<file path="src/rtl/dispatch_sink_pkg.sv">
// Shared configuration for the dispatch sink: network size, opcodes and
// packet field widths.
package dispatch_sink_pkg;

  localparam int unsigned NET_NUM_OUT = 4;
  localparam int unsigned NUM_OPS     = 3;
  localparam int unsigned OPC_WIDTH   = $clog2(NUM_OPS);
  // A single-output network still carries a 1-bit (always zero) SPK index.
  localparam int unsigned IDX_WIDTH   = (NET_NUM_OUT > 1) ? $clog2(NET_NUM_OUT) : 1;

  typedef enum logic [OPC_WIDTH-1:0] {
    OPC_NOP,
    OPC_RUN,
    OPC_SPK
  } opcode_t;

  // Payload field width: wide enough for either a RUN count or an SPK index.
  function automatic int unsigned pay_width(input int unsigned run_w);
    return (run_w > IDX_WIDTH) ? run_w : IDX_WIDTH;
  endfunction

endpackage

</file>
<file path="src/rtl/dispatch_sink_priority_encoder.sv">
// Lowest-set-bit encoder for the pending fire vector.
//  vec    in   N    pending fire flags
//  idx_c  out  IW   index of the lowest set bit (0 when vec is empty)
//  any_c  out  1    at least one bit of vec is set
module sink_priority_encoder
  import dispatch_sink_pkg::*;
#(
  parameter int unsigned N  = NET_NUM_OUT,
  parameter int unsigned IW = IDX_WIDTH
) (
  input  logic [N-1:0]  vec,
  output logic [IW-1:0] idx_c,
  output logic          any_c
);

  // Scan from the top down so the lowest set bit is the last one written.
  always_comb begin
    idx_c = '0;
    any_c = |vec;
    for (int i = int'(N) - 1; i >= 0; i--) begin
      if (vec[i]) idx_c = IW'(i);
    end
  end

endmodule

</file>
<file path="src/rtl/dispatch_sink.sv">
// Output end of the dispatch protocol. Turns per-cycle network fire vectors
// into a packet stream: SPK(idx) for each fired output (ascending), RUN(n)
// for n elapsed network cycles, emitted before the next spiking cycle, on
// saturation, or on flush.
//  clk        in   1            clock
//  arstn      in   1            asynchronous active-low reset
//  net_valid  in   1            network cycle complete, net_out valid
//  net_ready  out  1            sink accepts net_out this clock
//  net_out    in   NET_NUM_OUT  per-output fire flags
//  flush      in   1            level request to emit a pending RUN count
//  snk_valid  out  1            packet valid
//  snk_ready  in   1            downstream accepts packet
//  snk        out  OPC+PAY      {opcode, MSB-aligned payload}
module dispatch_sink
  import dispatch_sink_pkg::*;
#(
  parameter int unsigned RUN_WIDTH = 16
) (
  input  logic                                      clk,
  input  logic                                      arstn,
  input  logic                                      net_valid,
  output logic                                      net_ready,
  input  logic [NET_NUM_OUT-1:0]                    net_out,
  input  logic                                      flush,
  output logic                                      snk_valid,
  input  logic                                      snk_ready,
  output logic [OPC_WIDTH+pay_width(RUN_WIDTH)-1:0] snk
);

  localparam int unsigned PAY_WIDTH = pay_width(RUN_WIDTH);
  localparam int unsigned SNK_WIDTH = OPC_WIDTH + PAY_WIDTH;
  localparam logic [RUN_WIDTH-1:0] RUN_MAX = '1;

  localparam logic [1:0] IDLE      = 2'd0;
  localparam logic [1:0] FLUSH_RUN = 2'd1;
  localparam logic [1:0] SCAN      = 2'd2;

  logic [1:0]             state_q, state_d;
  logic [RUN_WIDTH-1:0]   run_acc_q, run_acc_d;
  logic [NET_NUM_OUT-1:0] fire_vec_q, fire_vec_d;
  logic [SNK_WIDTH-1:0]   snk_q, snk_d;
  logic                   snk_valid_q, snk_valid_d;
  logic                   rdy_en_q;

  logic [IDX_WIDTH-1:0]   spk_idx;
  logic                   fire_any;
  logic [NET_NUM_OUT-1:0] fire_clr;
  logic [PAY_WIDTH-1:0]   run_pay;
  logic [PAY_WIDTH-1:0]   spk_pay;
  logic [RUN_WIDTH-1:0]   run_inc;
  logic                   out_free;
  logic                   accept;

  sink_priority_encoder #(
    .N  (NET_NUM_OUT),
    .IW (IDX_WIDTH)
  ) u_pe (
    .vec   (fire_vec_q),
    .idx_c (spk_idx),
    .any_c (fire_any)
  );

  // Payloads are MSB-aligned within the shared payload field.
  assign run_pay  = PAY_WIDTH'(run_acc_q) << (PAY_WIDTH - RUN_WIDTH);
  assign spk_pay  = PAY_WIDTH'(spk_idx) << (PAY_WIDTH - IDX_WIDTH);
  assign fire_clr = fire_vec_q & ~(NET_NUM_OUT'(1) << spk_idx);
  assign run_inc  = run_acc_q + RUN_WIDTH'(1);

  assign out_free  = !snk_valid_q || snk_ready;
  // Hold off new cycles while a flush is owed or the counter is saturated.
  assign net_ready = rdy_en_q && (state_q == IDLE) && !(flush && (run_acc_q != '0)) &&
                     (run_acc_q != RUN_MAX);
  assign accept    = net_valid && net_ready;

  assign snk       = snk_q;
  assign snk_valid = snk_valid_q;

  // Next-state and packet generation.
  always_comb begin
    state_d     = state_q;
    run_acc_d   = run_acc_q;
    fire_vec_d  = fire_vec_q;
    snk_d       = snk_q;
    snk_valid_d = snk_valid_q;

    if (out_free) snk_valid_d = 1'b0;

    case (state_q)
      IDLE: begin
        if (accept) begin
          if (net_out != '0) begin
            fire_vec_d = net_out;
            state_d    = (run_acc_q != '0) ? FLUSH_RUN : SCAN;
          end else begin
            run_acc_d = run_inc;
            if (run_inc == RUN_MAX) begin
              fire_vec_d = '0;
              state_d    = FLUSH_RUN;
            end
          end
        end else if (flush && (run_acc_q != '0)) begin
          fire_vec_d = '0;
          state_d    = FLUSH_RUN;
        end
      end
      FLUSH_RUN: begin
        if (out_free) begin
          snk_d       = {OPC_RUN, run_pay};
          snk_valid_d = 1'b1;
          run_acc_d   = '0;
          state_d     = (fire_vec_q != '0) ? SCAN : IDLE;
        end
      end
      SCAN: begin
        if (!fire_any) begin
          state_d = IDLE;
        end else if (out_free) begin
          snk_d       = {OPC_SPK, spk_pay};
          snk_valid_d = 1'b1;
          fire_vec_d  = fire_clr;
          // Last spike of the cycle: that network cycle has now elapsed.
          if (fire_clr == '0) begin
            run_acc_d = RUN_WIDTH'(1);
            state_d   = IDLE;
          end
        end
      end
      default: state_d = IDLE;
    endcase
  end

  // State and output registers.
  always_ff @(posedge clk or negedge arstn) begin
    if (!arstn) begin
      state_q     <= IDLE;
      run_acc_q   <= '0;
      fire_vec_q  <= '0;
      snk_q       <= '0;
      snk_valid_q <= 1'b0;
      rdy_en_q    <= 1'b0;
    end else begin
      state_q     <= state_d;
      run_acc_q   <= run_acc_d;
      fire_vec_q  <= fire_vec_d;
      snk_q       <= snk_d;
      snk_valid_q <= snk_valid_d;
      rdy_en_q    <= 1'b1;
    end
  end

endmodule

</file>
<file path="config.mk">
export PLATFORM = sky130hd
export DESIGN_NAME = dispatch_sink
export DESIGN_NICKNAME = d
export VERILOG_FILES = /design/src/rtl/dispatch_sink_pkg.sv /design/src/rtl/dispatch_sink_priority_encoder.sv /design/src/rtl/dispatch_sink.sv
export SDC_FILE = /design/constraint.sdc
export NUM_CORES = 1
export LEC_CHECK = 0
export CAP_MARGIN = 20
export CELL_PAD_IN_SITES_DETAIL_PLACEMENT = 1
export CELL_PAD_IN_SITES_GLOBAL_PLACEMENT = 1
export CORE_MARGIN = 2
export CORE_UTILIZATION = 44
export CTS_CLUSTER_SIZE = 10
export DETAILED_ROUTE_END_ITERATION = 8
export DONT_BUFFER_PORTS = 1
export HOLD_SLACK_MARGIN = 0.15
export PLACE_DENSITY = 0.86
export SLEW_MARGIN = 20
export SYNTH_ARGS = -nofsm -noshare
export SYNTH_HDL_FRONTEND = slang
export SYNTH_SLANG_ARGS = --single-unit
</file>
<file path="constraint.sdc">
create_clock -name clk -period 2.5 [get_ports clk]
set_clock_uncertainty 0.2 [all_clocks]
set_input_delay 0.375 -clock clk [delete_from_list [all_inputs] [get_ports clk]]
set_output_delay 0.375 -clock clk [all_outputs]
set_load 0.1 [all_outputs]
</file>
==> results.py, run 1 <==
metrics = {
    "sta": {
        "max_freq_mhz": 366,
        "rsz0062_at_grt": "yes",
        "final_hold_viol_count": 0,
        "fin_ws_ns": -0.230,
        "report.final.slew_viol_count": 0,
        "fin_crit_ns": 2.73,
        "period_share_pct": 109,
        "timing.slew.headroom_pct": 39.8,
        "worst_pin_slew_ns": 0.902,
        "setup_viol": 8,
    },
    "placement": {
        "placement.cell_area_um2": 3060,
        "hpwl_um": 6210,
        "dp_cells": 407,
        "pre_cts_ws_ns": -0.0700,
        "gp_congestion": 0.868,
        "io_buffers": 0,
    },
    "clock_network": {
        "htree_levels": 2,
        "clock-root-buffer": "clkbuf_8",
        "clockBufferDepth": 2,
        "cts.reportedPaths.clkPinSlew_ns": 0.09,
        "clk_latency_ns": 0.32,
        "cts_buffers": 5,
        "cts_tree": "yes",
        "cts_sinks": 42,
    },
    "finish": {
        "diodes": 0,
        "syn2layout_area_growth_pct": 26.5,
        "fin_cells": 429,
        "layout_common_cells": "buf_4, nand2_1, dfrtp_1",
        "nFillCells": 679,
        "fin_nets": 369,
        "drive_gt1_share_pct": 29.7,
        "final_area_um2": 3410,
        "final_util_pct": 57.5,
        "final_common_cell": "buf_4",
    },
    "critical_path": {
        "cp-start-kind": "register",
        "timing.rr.end": "state_q[0]",
        "reg2regPathDepth": 6,
        "path_max_fanout": 6,
        "cp-startpoint": "run_acc_q[4]",
        "r2r-start": "run_acc_q[4]",
        "endpoint_kind": "register",
        "critical_path_class": "reg2reg",
        "r2r_slack_ns": -0.23,
        "cp.arrival_ns": 2.73,
        "required_ns": 2.50,
    },
    "pwr": {
        "ir_drop_mv": 0.911,
        "cellLeakagePower_nw": 1.46,
        "power_density_nw_per_um2": 1500,
    },
    "synthesis": {
        "yosysWarningCount": 0,
        "syn-cell-area_um2": 2690,
        "syn_avg_cell_area_um2": 8.85,
        "synth_edf_count": 0,
        "synth_cell_type_count": 59,
        "seq_area_frac_synth_pct": 39.1,
        "synth_nets": 320,
        "yosys_register_bits": 42,
        "async_reset_ff_share_pct": 100,
        "syn_inst": 304,
        "synth_flop_cell": "dfrtp_1",
    },
    "floorplan": {
        "dieWidth_um": 82.2,
        "ios": 29,
        "initial_core_util_pct": 45.5,
        "core_um2": 5920,
        "dieArea_um2": 6760,
        "rows": 28,
        "die_h_um": 82.2,
    },
    "status": {
        "violations": "setup timing",
        "status": "finished, violations left",
    },
    "global_route": {
        "grt_max_degree": 43,
        "grt-ovfl-total": 0,
        "antenna_found_initial": 0,
        "grt_pass1_wl_um": 15200,
        "grt.total_usage_pct": 30.4,
        "grt_pass1_vias": 2800,
    },
    "min_path": {
        "min_from": "snk_ready",
        "min_to": "snk_valid",
        "holdPathStages": 2,
        "min_path_type": "in2reg",
    },
    "run": {
        "drv_cap": 0,
    },
    "detailed_routing": {
        "wire_per_inst_um": 25.4,
        "antenna_left": 0,
        "first_pass_iters": 5,
        "vias": 2850,
        "routed_wl_um": 10900,
        "initialDrtViolationCount": 255,
        "drc": 0,
        "via_per_inst": 6.64,
    },
}
## metrics by stage
step	hold slack, ns	power, mW	setup TNS, ns
2_1_floorplan	-0.121	3.21	0
3_3_place_gp	-0.119	3.88	0
3_5_place_dp	-0.119	4.07	-0.164
4_1_cts	0.223	4.73	-0.292
5_1_grt	0.259	5.31	-1.67
6_report	0.233	5.11	-1.03
## kinds of logic after synthesis
group | share of synthesized area (%)
AOI/OAI and AO/OA | 20.3
xor gates and xnor gates | 0.976
adders and majority gates | 3.63
buffers and inverters | 6.51
DFF | 39.1
muxes | 3.63
other | 0.139
and+or+nand+nor | 25.8
## worst max path at each step
| stage | slack, ns | cells after the start | end |
|---|---|---|---|
| after floorplan | 0.05 | 6 | run_acc_q[0] |
| after global placement | 0.06 | 6 | fire_vec_q[2] |
| after detailed placement | -0.07 | 7 | fire_vec_q[2] |
| after CTS | -0.13 | 8 | net_ready |
| after global routing | -0.28 | 6 | state_q[0] |
| final | -0.23 | 6 | state_q[0] |
## Yosys cell counts (3+ instances only)
master	count	area share [%]
buf_2	3	0.56
o21ai_1	3	0.56
a21oi_1	5	0.93
nand4_1	4	0.93
nor4_1	5	1.2
nand2b_1	12	2.8
or3_1	12	2.8
nand2_1	38	5.3
or2_2	3	0.70
inv_1	11	1.5
o21ai_0	31	5.8
o31ai_1	6	1.7
mux2i_1	6	2.2
ha_1	7	3.3
nand3_1	16	3.0
o211ai_1	10	2.8
nor2_1	15	2.1
clkbuf_1	14	2.0
a22o_1	3	0.98
buf_4	4	1.1
dfrtp_1	42	39
nor2b_1	4	0.93
## critical path, cell delays in order (launching register included)
cell and delay, ns:
dfrtp_2 0.47, nand3_1 0.16, or3_4 0.41, a2111o_1 0.45, a2111oi_4 0.48, o21ai_2 0.13, mux2_4 0.31
## area by class of cell
type	instances	area, um^2	area share [%]
clock inverters	2	37.5	1.10
well taps	75	93.8	2.76
inverters	11	41.3	1.21
clock buffers	6	72.6	2.13
flip-flops and latches	42	1060	31.0
repair buffers	66	553	16.2
multi-input cells	227	1550	45.5
## where the power goes
part           leakage, nW  internal, mW  switching (mW)  total [mW]
clock network       0.0514         0.298           0.268       0.566
logic                0.868          1.04            2.25        3.30
registers            0.541         0.932           0.312        1.24
total                 1.46          2.27            2.84        5.11
## repair_timing
action | CTS | global route
buffers inserted | 4 | 7
hold endpoints to repair | 43 | 0
setup endpoints to repair | 18 | 17
pin swaps | 6 | 9
hold buffers | 3 | 0
gates resized for setup | 14 | 16
## layer usage
metal / global-route usage (%) / share of wire, %
met5: 0 / 0
met4: 14.3 / 5.3
met3: 5.87 / 7.1
met2: 51.3 / 50
met1: 37.2 / 38
## flip-flops by register name (all words and copies together), names as in the netlist
name,count
snk,18
run_acc_q,16
fire_vec_q,4
state_q,2
rdy_en_q,1
snk_valid,1
No activity file was read; power rests on OpenSTA's default activity.
==> inputs of run 2 (changes only) <==
--- a/config.mk
+++ b/config.mk
@@ -14,7 +14,7 @@
 export DETAILED_ROUTE_END_ITERATION = 8
 export DONT_BUFFER_PORTS = 1
 export HOLD_SLACK_MARGIN = 0.15
-export PLACE_DENSITY = 0.86
+export PLACE_DENSITY_LB_ADDON = 0.1
 export SLEW_MARGIN = 20
 export SYNTH_ARGS = -nofsm -noshare
 export SYNTH_HDL_FRONTEND = slang
==> run 2 against run 1 <==
Compared with the run above:
- critical endpoint is now state_q[1]
- combinational power rose by 6.4%
- first-iteration DRC count shrank 15%
- global-route usage rose by 0.44 points
- largest power group unchanged
- sequential share of layout area decreased by 2.2 points
- total power is 6.7% higher
- final area up 7.5%
- setup slack got worse by 0.0089 ns
- sequential power barely moved
- routed wire length increased by 3.0%
- the flow still finishes with violations (setup timing)
- die area did not move
- utilization up 4.3 points
- maximum frequency shrank 0.33%
- highest routed layer unchanged
==> results.py, run 2 (synthesis results as in run 1) <==
metrics = {
    "clock_network": {
        "cts_sinks": 42,
        "cts.reportedPaths.clkPinSlew_ns": 0.10,
        "cts_buffers": 5,
        "clock-root-buffer": "clkbuf_8",
        "clockBufferDepth": 2,
        "cts_tree": "yes",
        "htree_levels": 2,
        "clk_latency_ns": 0.32,
    },
    "finish": {
        "syn2layout_area_growth_pct": 36.1,
        "final_common_cell": "buf_4",
        "nFillCells": 667,
        "layout_common_cells": "buf_4, nand2_1, dfrtp_1",
        "largest_reg_flops": 18,
        "fin_nets": 388,
        "diodes": 0,
        "fin_cells": 448,
        "drive_gt1_share_pct": 36.2,
    },
    "detailed_routing": {
        "first_pass_iters": 5,
        "route.met3.wl_um": 767,
        "drc": 0,
        "wire_per_inst_um": 25.1,
        "via_per_inst": 6.51,
        "wl_met1_um": 4660,
        "wl_met2_um": 5280,
        "initialDrtViolationCount": 217,
        "top_layer": "met4",
        "vias": 2915,
        "routed_wl_um": 11200,
        "antenna_left": 0,
    },
    "placement": {
        "pre_cts_ws_ns": -0.137,
        "dp_cells": 414,
        "hpwl_um": 6000,
        "io_buffers": 0,
        "gp_congestion": 0.917,
    },
    "pwr": {
        "cellLeakagePower_nw": 1.60,
        "power_density_nw_per_um2": 1490,
        "power.net_switching_mw": 2.94,
        "power.share.clock_pct": 12.6,
        "swShare_pct": 53.8,
        "ir_drop_mv": 0.817,
        "intPower_mw": 2.52,
        "seq_power_share_pct": 23.1,
        "p_comb_share_pct": 64.4,
    },
    "floorplan": {
        "ios": 29,
        "initial_core_util_pct": 45.5,
        "rows": 28,
        "dieWidth_um": 82.2,
        "dieArea_um2": 6760,
        "die_h_um": 82.2,
        "core_um2": 5920,
    },
    "critical_path": {
        "path_max_fanout": 7,
        "endpoint_kind": "register",
        "cp-start-kind": "register",
        "cp.arrival_ns": 2.77,
        "critical_path_class": "reg2reg",
        "required_ns": 2.53,
    },
    "global_route": {
        "grt_pass1_vias": 2799,
        "grt-ovfl-total": 0,
        "grt_pass1_wl_um": 15400,
        "grt.total_usage_pct": 30.8,
        "antenna_found_initial": 0,
        "grt_max_degree": 43,
    },
    "min_path": {
        "min_path_type": "in2reg",
    },
    "sta": {
        "whs_ns": 0.236,
        "report.final.slew_viol_count": 0,
        "period_share_pct": 110,
        "timing.slew.headroom_pct": 40.9,
        "final_hold_viol_count": 0,
        "rsz0062_at_grt": "yes",
        "fin_ws_ns": -0.239,
        "max_freq_mhz": 365,
        "worst_pin_slew_ns": 0.887,
        "fin_crit_ns": 2.74,
        "setup_viol": 18,
    },
    "status": {
        "status": "finished, violations left",
        "violations": "setup timing",
    },
    "run": {
        "drv_cap": 0,
    },
}
[run 2: area by class of cell]
class                           count  area [um^2]  area share [%]
Clock buffer                        5         68.8            1.88
Inverter                           11         43.8            1.20
Tap cell                           75         93.8            2.56
Sequential cell                    42         1060            28.8
Clock inverter                      3         68.8            1.88
Timing Repair Buffer               84          698            19.1
Multi-Input combinational cell    228         1630            44.6
[run 2: critical path: stages, from the launching register on]
cell,delay (ns)
dfrtp_1,0.40
buf_4,0.15
buf_4,0.15
and4_1,0.26
nand2_1,0.11
a2111o_1,0.42
a2111oi_4,0.46
o21ai_2,0.13
buf_4,0.16
mux2i_2,0.20
[run 2: path summary, 6_finish.rpt]
kind                              start  depth (start not counted)       endpoint  slack (ns)
min in group asynchronous         arstn                          2   run_acc_q[5]        0.37
hold reg to reg                 snk[15]                          2        snk[15]        0.29
setup reg to reg           run_acc_q[8]                          9     state_q[1]       -0.24
hold / removal                snk_ready                          2      snk_valid        0.24
setup / recovery           run_acc_q[8]                          9     state_q[1]       -0.24
max in group asynchronous         arstn                          2  fire_vec_q[0]        1.51
[run 2: through the flow]
stage                     area (um^2)  power, mW  TNS [ns]  util [%]
after floorplan                  2700       3.21         0         -
after global placement           3110       3.99         0      52.6
after detailed placement         3110       4.08    -0.910      52.6
after CTS                        3450       4.93   -0.0442      58.3
after global routing             3660       5.66     -2.63      61.9
final                            3660       5.45     -1.63      61.9
[run 2: repair_timing]
| item | 4_1_cts | 5_1_grt |
|---|---|---|
| buffers inserted | 12 | 10 |
| pin swaps | 5 | 24 |
| cloned | 0 | 1 |
| resized for setup | 17 | 33 |
| setup endpoints to repair | 20 | 23 |
| hold buffers | 3 | 0 |
| hold endpoints to repair | 43 | 0 |
[run 2: routing by layer]
| metal | global-route usage (%) | vias up |
|---|---|---|
| met5 | 0 | - |
| met1 | 41.3 | 1462 |
| met4 | 15.2 | 0 |
| met2 | 49.1 | 165 |
| li1 | - | 1226 |
| met3 | 3.80 | 62 |
[run 2: power groups by stage]
stage	sequential, mW	combinational [mW]	clock, mW
finish	1.26	3.51	0.686
global route	1.28	3.67	0.710
CTS	1.20	3.05	0.675
detailed placement	1.21	2.87	0
global placement	1.19	2.80	0
floorplan	1.85	1.35	0
==> inputs of run 3 (changes only) <==
--- a/config.mk
+++ b/config.mk
@@ -8,8 +8,9 @@
 export CAP_MARGIN = 20
 export CELL_PAD_IN_SITES_DETAIL_PLACEMENT = 1
 export CELL_PAD_IN_SITES_GLOBAL_PLACEMENT = 1
+export CORE_ASPECT_RATIO = 0.7
 export CORE_MARGIN = 2
-export CORE_UTILIZATION = 44
+export CORE_UTILIZATION = 30
 export CTS_CLUSTER_SIZE = 10
 export DETAILED_ROUTE_END_ITERATION = 8
 export DONT_BUFFER_PORTS = 1
==> run 3 against run 2 <==
Compared with the run above:
- combinational power down 13%
- the flow still finishes with violations (setup timing)
- global-route usage down 12 points
- sequential share of layout area up 1.1 points
- first-iteration DRC count down 36%
- non-clock buffer count down 14
- register-to-register slack better by 0.23 ns
- critical path type unchanged
- highest routed layer unchanged
- largest cell class unchanged
==> results.py, run 3 (synthesis results as in run 1) <==
metrics = {
    "finish": {
        "syn2layout_area_growth_pct": 30.8,
        "drive_gt1_share_pct": 30.4,
        "diodes": 0,
        "fin_cells": 478,
        "layout_common_cells": "buf_4, dfrtp_1, nand2_1",
        "final_common_cell": "buf_4",
        "fin_nets": 373,
        "largest_reg_flops": 18,
    },
    "critical_path": {
        "crit_chain": "buf_4 > nand4_4 > buf_4 > nor4_2 > xnor2_2 > a2111oi_4 > o21ai_2 > mux2_4",
        "slowest_delay_ns": 0.47,
        "cp_top_family": "compound AO/OA/AOI/OAI gates",
        "endpoint_kind": "register",
        "path_buf_inv": 2,
        "cp-start-kind": "register",
        "critical_path_class": "reg2reg",
        "cp_common_cell": "buf_4",
        "cp_slowest_cell": "a2111oi_4",
        "required_ns": 2.48,
        "path_max_fanout": 5,
        "cp.arrival_ns": 2.49,
    },
    "pwr": {
        "power.net_switching_mw": 2.63,
        "power.share.clock_pct": 13.6,
        "total_power_mw": 4.96,
        "intPower_mw": 2.33,
        "seq_power_share_pct": 25.1,
        "swShare_pct": 53.0,
        "cellLeakagePower_nw": 1.50,
        "power_density_nw_per_um2": 1410,
        "ir_drop_mv": 0.444,
        "p_comb_share_pct": 61.3,
    },
    "run": {
        "drv_cap": 0,
    },
    "clock_network": {
        "cts_buffers": 5,
        "cts_sinks": 42,
        "clock-root-buffer": "clkbuf_16",
        "clk_latency_ns": 0.29,
        "htree_levels": 2,
        "cts_tree": "yes",
        "cts.reportedPaths.clkPinSlew_ns": 0.07,
        "clockBufferDepth": 2,
    },
    "global_route": {
        "grt_pass1_vias": 2510,
        "grt-ovfl-total": 0,
        "antenna_found_initial": 0,
        "grt_max_degree": 43,
        "grt_pass1_wl_um": 14000,
        "grt.total_usage_pct": 18.6,
    },
    "sta": {
        "rsz0062_at_grt": "yes",
        "max_freq_mhz": 399,
        "setup_viol": 1,
        "period_share_pct": 100,
        "fin_ws_ns": -0.00795,
        "final_hold_viol_count": 0,
        "report.final.slew_viol_count": 0,
        "worst_pin_slew_ns": 0.891,
        "fin_crit_ns": 2.51,
        "timing.slew.headroom_pct": 40.6,
    },
    "floorplan": {
        "dieWidth_um": 117,
        "initial_core_util_pct": 31.4,
        "ios": 29,
        "dieArea_um2": 9760,
        "core_um2": 8580,
        "die_h_um": 83.2,
        "rows": 28,
    },
    "placement": {
        "hpwl_um": 6430,
        "dp_cells": 461,
        "gp_congestion": 0.834,
        "io_buffers": 0,
    },
    "detailed_routing": {
        "routed_wl_um": 8700,
        "antenna_left": 0,
        "wire_per_inst_um": 18.2,
        "vias": 2467,
        "drc": 0,
        "via_per_inst": 5.16,
        "initialDrtViolationCount": 138,
        "first_pass_iters": 4,
    },
    "status": {
        "violations": "setup timing",
        "status": "finished, violations left",
    },
    "min_path": {
        "min_path_type": "in2reg",
    },
}
[run 3: cell types whose count changed in the layout (fill, tap and decap cells not counted), moves of 3 or more]
| cell | previous run | this run |
|---|---|---|
| clkbuf_8 | 5 | 0 |
| o21ai_0 | 26 | 31 |
| o21ai_1 | 6 | 2 |
| buf_6 | 8 | 4 |
| buf_4 | 72 | 62 |
| nand3_1 | 13 | 16 |
| clkbuf_16 | 0 | 5 |
[run 3: metrics by stage]
step | setup TNS (ns) | hold slack, ns | cell area [um^2] | setup WS (ns) | util (%)
floorplan | 0 | -0.121 | 2700 | 0.0490 | -
global placement | -0.0571 | -0.119 | 3190 | -0.0345 | 37.1
detailed placement | -0.212 | -0.119 | 3190 | -0.0656 | 37.1
CTS | 0 | 0.205 | 3460 | 0.00345 | 40.3
global route | -0.450 | 0.244 | 3520 | -0.120 | 41.0
finish | -0.00795 | 0.222 | 3520 | -0.00795 | 41.0
[run 3: final timing paths]
path	startpoint	end	slack (ns)	depth (start not counted)
max in group asynchronous	arstn	run_acc_q[2]	1.47	2
hold reg to reg	snk[4]	snk[4]	0.28	2
min in group asynchronous	arstn	snk[4]	0.41	2
hold / removal	snk_ready	snk_valid	0.22	2
setup reg to reg	run_acc_q[1]	state_q[0]	-0.008	8
setup / recovery	run_acc_q[1]	state_q[0]	-0.008	8
[run 3: worst register-to-register path, cell delays in order (launching register included)]
cell,delay [ns]
dfrtp_1,0.38
buf_4,0.18
nand4_4,0.08
buf_4,0.16
nor4_2,0.35
xnor2_2,0.14
a2111oi_4,0.47
o21ai_2,0.13
mux2_4,0.31
[run 3: routing by layer]
metal	GRT usage, %	wire (um)	share of wire, %	up-vias
met3	4.09	362	4.2	10
met4	3.42	75	0.86	0
met1	30.5	4920	57	1209
met5	0	0	0	-
li1	-	-	-	1196
met2	24.2	3340	38	52
[run 3: final cells by class]
type,instances,area (um^2)
Sequential cell,42,1050
Fill cell,1048,5060
Inverter,11,41.3
Timing Repair Buffer,70,578
Clock buffer,5,125
Clock inverter,3,21.3
Multi-Input combinational cell,227,1550
Tap cell,120,150
[run 3: power by group through the flow]
stage          Sequential (mW)  Clock [mW]  Combinational (mW)
6_report                  1.25       0.674                3.04
5_1_grt                   1.28       0.721                3.29
4_1_cts                   1.23       0.686                3.02
3_5_place_dp              1.23           0                2.93
3_3_place_gp              1.22           0                2.91
2_1_floorplan             1.85           0                1.35
[run 3: what timing repair did]
action,4_1_cts,5_1_grt
buffers inserted,6,1
hold buffers,3,0
gates resized for setup,15,9
hold endpoints to repair,43,0
pin swaps,5,7
endpoints found under the setup margin,9,15
